### src/rtl/scie_issuer.sv
// Issues load/accumulate/read instructions to the SCIE unit and captures read results.
// Reads after a non-read issue may be delayed by READ_GAP idle cycles; results are held until consumed.
module scie_issuer #(
  parameter int LATENCY  = 1,
  parameter int READ_GAP = 1
) (
  input  logic        clock,
  input  logic        reset,
  input  logic        cmd_valid,
  output logic        cmd_ready,
  input  logic [1:0]  cmd_op,
  input  logic [15:0] cmd_rs1_real,
  input  logic [15:0] cmd_rs1_imag,
  input  logic [31:0] cmd_rs2,
  output logic        scie_valid,
  output logic [31:0] scie_insn,
  output logic [15:0] scie_rs1_real,
  output logic [15:0] scie_rs1_imag,
  output logic [31:0] scie_rs2,
  input  logic [15:0] scie_rd_real,
  input  logic [15:0] scie_rd_imag,
  output logic        rsp_valid,
  input  logic        rsp_ready,
  output logic [15:0] rsp_real,
  output logic [15:0] rsp_imag
);

  localparam logic [1:0]  OP_LOAD    = 2'd0;
  localparam logic [1:0]  OP_ACC     = 2'd1;
  localparam logic [1:0]  OP_READ    = 2'd2;
  localparam logic [31:0] INSN_LOAD  = 32'h0000_000B;
  localparam logic [31:0] INSN_ACC   = 32'h0000_002B;
  localparam logic [31:0] INSN_READ  = 32'h0000_005B;
  localparam logic [2:0]  LAT_CNT    = 3'(LATENCY);
  localparam logic [2:0]  GAP_CNT    = 3'(READ_GAP);
  localparam logic        GAP_EN     = (READ_GAP > 0);

  typedef enum logic [1:0] {IDLE, GAP, WAIT, HOLD} state_t;

  state_t      state, state_nx;
  logic [2:0]  cnt, cnt_nx;
  logic        nr_flag, nr_flag_nx;
  logic [2:0]  idle_cnt, idle_cnt_nx;
  logic [15:0] pend_real, pend_imag;
  logic [31:0] pend_rs2;

  logic        issue;
  logic [31:0] issue_insn;
  logic        issue_from_pend;
  logic        load_pend;
  logic        capture;
  logic        quiet;

  always_ff @(posedge clock or negedge reset) begin
    if (!reset) begin
      state    <= IDLE;
      cnt      <= '0;
      nr_flag  <= 1'b0;
      idle_cnt <= '0;
    end else begin
      state    <= state_nx;
      cnt      <= cnt_nx;
      nr_flag  <= nr_flag_nx;
      idle_cnt <= idle_cnt_nx;
    end
  end

  always_comb begin
    state_nx        = state;
    cnt_nx          = cnt;
    nr_flag_nx      = nr_flag;
    idle_cnt_nx     = idle_cnt;
    cmd_ready       = 1'b0;
    issue           = 1'b0;
    issue_insn      = INSN_READ;
    issue_from_pend = 1'b0;
    load_pend       = 1'b0;
    capture         = 1'b0;
    quiet           = 1'b0;

    case (state)
      IDLE: begin
        cmd_ready = 1'b1;
        // A quiet cycle has no issue on the bus and accepts nothing that issues.
        quiet     = !scie_valid;
        if (cmd_valid) begin
          case (cmd_op)
            OP_LOAD, OP_ACC: begin
              issue       = 1'b1;
              issue_insn  = (cmd_op == OP_LOAD) ? INSN_LOAD : INSN_ACC;
              nr_flag_nx  = GAP_EN;
              idle_cnt_nx = '0;
              quiet       = 1'b0;
            end
            OP_READ: begin
              quiet       = 1'b0;
              nr_flag_nx  = 1'b0;
              idle_cnt_nx = '0;
              if (GAP_EN && nr_flag) begin
                state_nx  = GAP;
                cnt_nx    = GAP_CNT;
                load_pend = 1'b1;
              end else begin
                issue    = 1'b1;
                state_nx = WAIT;
                cnt_nx   = LAT_CNT;
              end
            end
            default: ;
          endcase
        end
        if (quiet && nr_flag) begin
          if (idle_cnt + 3'd1 >= GAP_CNT) begin
            nr_flag_nx  = 1'b0;
            idle_cnt_nx = '0;
          end else begin
            idle_cnt_nx = idle_cnt + 3'd1;
          end
        end
      end
      GAP: begin
        if (cnt == 3'd1) begin
          issue           = 1'b1;
          issue_from_pend = 1'b1;
          state_nx        = WAIT;
          cnt_nx          = LAT_CNT;
        end else begin
          cnt_nx = cnt - 3'd1;
        end
      end
      WAIT: begin
        // WAIT starts in the issue cycle, so the last count lands LATENCY edges after issue.
        if (cnt == 3'd1) begin
          capture  = 1'b1;
          state_nx = HOLD;
          cnt_nx   = '0;
        end else begin
          cnt_nx = cnt - 3'd1;
        end
      end
      HOLD: begin
        if (rsp_ready) state_nx = IDLE;
      end
      default: state_nx = IDLE;
    endcase
  end

  assign rsp_valid = (state == HOLD);

  always_ff @(posedge clock or negedge reset) begin
    if (!reset) begin
      scie_valid    <= 1'b0;
      scie_insn     <= '0;
      scie_rs1_real <= '0;
      scie_rs1_imag <= '0;
      scie_rs2      <= '0;
      pend_real     <= '0;
      pend_imag     <= '0;
      pend_rs2      <= '0;
      rsp_real      <= '0;
      rsp_imag      <= '0;
    end else begin
      scie_valid <= issue;
      if (issue) begin
        scie_insn     <= issue_insn;
        scie_rs1_real <= issue_from_pend ? pend_real : cmd_rs1_real;
        scie_rs1_imag <= issue_from_pend ? pend_imag : cmd_rs1_imag;
        scie_rs2      <= issue_from_pend ? pend_rs2  : cmd_rs2;
      end
      if (load_pend) begin
        pend_real <= cmd_rs1_real;
        pend_imag <= cmd_rs1_imag;
        pend_rs2  <= cmd_rs2;
      end
      if (capture) begin
        rsp_real <= scie_rd_real;
        rsp_imag <= scie_rd_imag;
      end
    end
  end

endmodule

### config.mk
export PLATFORM = sky130hd
export DESIGN_NAME = scie_issuer
export DESIGN_NICKNAME = d
export VERILOG_FILES = /design/src/rtl/scie_issuer.sv
export SDC_FILE = /design/constraint.sdc
export NUM_CORES = 1
export LEC_CHECK = 0
export CAP_MARGIN = 5
export CORE_AREA = 4 4 122 135
export DETAILED_ROUTE_END_ITERATION = 6
export DIE_AREA = 0 0 126 139
export PLACE_DENSITY = 0.85
export REMOVE_ABC_BUFFERS = 1
export SETUP_SLACK_MARGIN = 0.4
export SLEW_MARGIN = 20
export SYNTH_ARGS = -nofsm -noshare
export SYNTH_HDL_FRONTEND = slang
export SYNTH_SLANG_ARGS = --single-unit
### constraint.sdc
create_clock -name clock -period 3.8 [get_ports clock]
set_input_delay 0.57 -clock clock [delete_from_list [all_inputs] [get_ports clock]]
set_output_delay 0.57 -clock clock [all_outputs]
set_load 0.02 [all_outputs]
==> impl_results.md <==
- Avg Cell Area, Syn: 10.5 µm²
- Static Leak: 5.12 nW
- CTS tree: yes
- Final WL: 17400 µm
- Core region area: 15100 µm²
- Post-Syn Instances: between 700 and 800
- Gr ovfl total: 0
- Drt pass-1 iters: 5
- Hold crit path type: primary input to async pin
- Status: finished, final reports clean
- MaxCap Viol Count: 0
- Largest net degree at the start of global routing: 100
- Clock latency on the worst-skew pair: 0.42 ns
- Fmax achieved: 376 MHz
- CP Launch Type: flip-flop
- Hold Vio Cnt, Final: 0
- DR DRC count: 0
- Kind of end point of the critical path: output port
- Dpl hpwl: 12100 µm
- Die Ht: 139 µm
- Main synth FF type: dfrtp_1
- Min Tclk post-route: 2.66 ns
- Worst Skew: 0.0124 ns
- Post-CTS Setup Bufs: 0
- Max IR drop VDD: 442 µV
- Vias in the first global route: 5565
- PostCTS Resize Cnt: 0
- Post-route ant nets: 0
- Pwr dens: 825 nW/µm²
- Vias per cell: 5.03
- Via Count: 5621
- Crit path kind: flip-flop to output port
- Netlist Area Pre-Place: 7590 µm²
- IO Pins: 233
- Total power after layout: 8.36 mW
- Count leader, synth: nand2_1
- Hold buffers post-CTS: 0
- Root Driver: clkbuf_16
- Count of buffers from port buffering: 206
- Register area share after synthesis: between 50% and 60%
- WHS: 0.159 ns
- Initial DRC count: 409
- GPL Wtd Cong: 0.806
- Worst EP arrival: approximately 2.1 ns
- Die X: around 130 µm
- Starting Density: 50.4%
- TritonCTS buffer count: 17
- Final setup fails: 0
- Asr flop ratio synth: 100%
- H-Tree Depth: 4
- RSZ-0062 raised after global routing: no
- Worst-path clk slew: roughly 0.060 ns
- Final period util: 70.0%
- Slew margin rel.: 48.1%
- FP Rows: between 40 and 50
- Distinct cells, synth: between 40 and 50
- Post-synth EDFFs: 0
- #FFs+latches synth: 173
- Synth warn: 0
- Max Root-Sink Buffers: 2
- Full die area: 17500 µm²
- WP data required: around 3.2 ns
- Diode count: 0
- Commonest cells post-synth: nand2_1, dfrtp_1, nor2_1
- Sink Count: between 150 and 200
- Area grow syn2layout: 33.5%
- Fin nets: 1025
- Final Max Slew Viols: 0
- Drt wl/cell: between 15 and 20 µm
- Biggest area consumer among synthesized cells: dfrtp_1
- Post-Route Setup TNS: 0 ns
- Slew @ Worst Pin: slightly below 0.8 ns
- Initial antenna violation count: 0
- Crit-path max FO: 12
- Global-route wire length before repair: 28100 µm
- Share of cells above drive strength 1: 8.14%
- Synth top area share: between 50% and 60%
- Top post-synthesis cells by area: dfrtp_1, nand2_1, mux2i_1, mux2_2, a21oi_1
- Total GRT Usage: between 10% and 20%
## cells by family after synthesis
kind of cell | after synthesis | synth area share [%]
buf+inv | 77 | 7.04
simple gates | 278 | 14.5
xor+xnor | 1 | 0.115
flops | 173 | 57.0
other cells | 1 | 0.0494
fa+ha+maj | 8 | 1.32
mux | 100 | 13.9
compound gates | 85 | 6.06
## metal layers
layer	vias to the layer above	track usage [%]	wire (µm)	share of wire [%]
met3	32	4.70	833	4.8
met1	2743	25.1	7190	41
met5	-	0	0	0
met4	0	7.62	386	2.2
li1	2695	-	-	-
met2	151	33.1	9000	52
## sequential cells by signal, summed over array words and instances, names as in the netlist, 3 cells and up
register and cells:
scie_rs2 32, scie_rs1_imag 16, rsp_real 16, rsp_imag 16, pend_rs2 32, idle_cnt 3
cnt 3, pend_real 16, scie_rs1_real 16, scie_insn 3, pend_imag 16
## per-stage QoR
stage	setup WS, ns	instances	utilization, %	area (µm²)
final	1.14	1117	67.3	10100
after global routing	1.02	1117	67.3	10100
after CTS	1.13	1117	67.3	10100
after detailed placement	1.12	1092	64.0	9630
after global placement	1.14	1092	64.0	9630
after floorplan	-0.336	681	-	7190
## layout make-up
| class | instances | area [µm²] |
|---|---|---|
| multi-input combinational | 498 | 2850 |
| sequential | 173 | 4330 |
| inverter | 10 | 37.5 |
| tap | 196 | 245 |
| clock inverter | 3 | 42.5 |
| clock buffer | 22 | 464 |
| timing repair buffer | 215 | 2170 |
| fill | 1165 | 4920 |
## final timing paths
check | start | endpoint | slack [ns] | depth (start not counted)
max in group asynchronous | reset | scie_rs2[30]$_DFFE_PN0P_ | 2.69 | 2
min in group clock | pend_rs2[18]$_DFFE_PN0P_ | pend_rs2[18]$_DFFE_PN0P_ | 0.47 | 2
hold / removal | reset | rsp_imag[1]$_DFFE_PN0P_ | 0.16 | 1
setup reg to reg | state[0]$_DFFE_PN0P_ | pend_rs2[31]$_DFFE_PN0P_ | 1.36 | 6
hold reg to reg | pend_rs2[18]$_DFFE_PN0P_ | pend_rs2[18]$_DFFE_PN0P_ | 0.47 | 2
setup / recovery | state[0]$_DFFE_PN0P_ | cmd_ready | 1.14 | 3
## power by group
part / internal [mW] / switching (mW)
Combinational: 1.82 / 1.86
Sequential: 2.68 / 0.453
Clock: 0.909 / 0.643
## critical path: stages (launching register included)
cell and delay [ns]:
dfrtp_1 0.42, inv_1 0.11, ha_1 0.45, clkdlybuf4s50_1 0.70
## layout by cell type (no fill, tap or decap), types with 3 or more instances in the layout
master and count:
clkdlybuf4s50_1 205, nand2_1 188, dfrtp_1 173, nor2_1 70
a21oi_1 69, mux2i_1 65, mux2_2 32, conb_1 26
clkbuf_16 17, inv_1 10, ha_1 8, buf_4 6
o21ai_0 4, and2_1 3, mux2_4 3, clkbuf_1 3
buf_12 3
(Power assumes the default switching activity.)
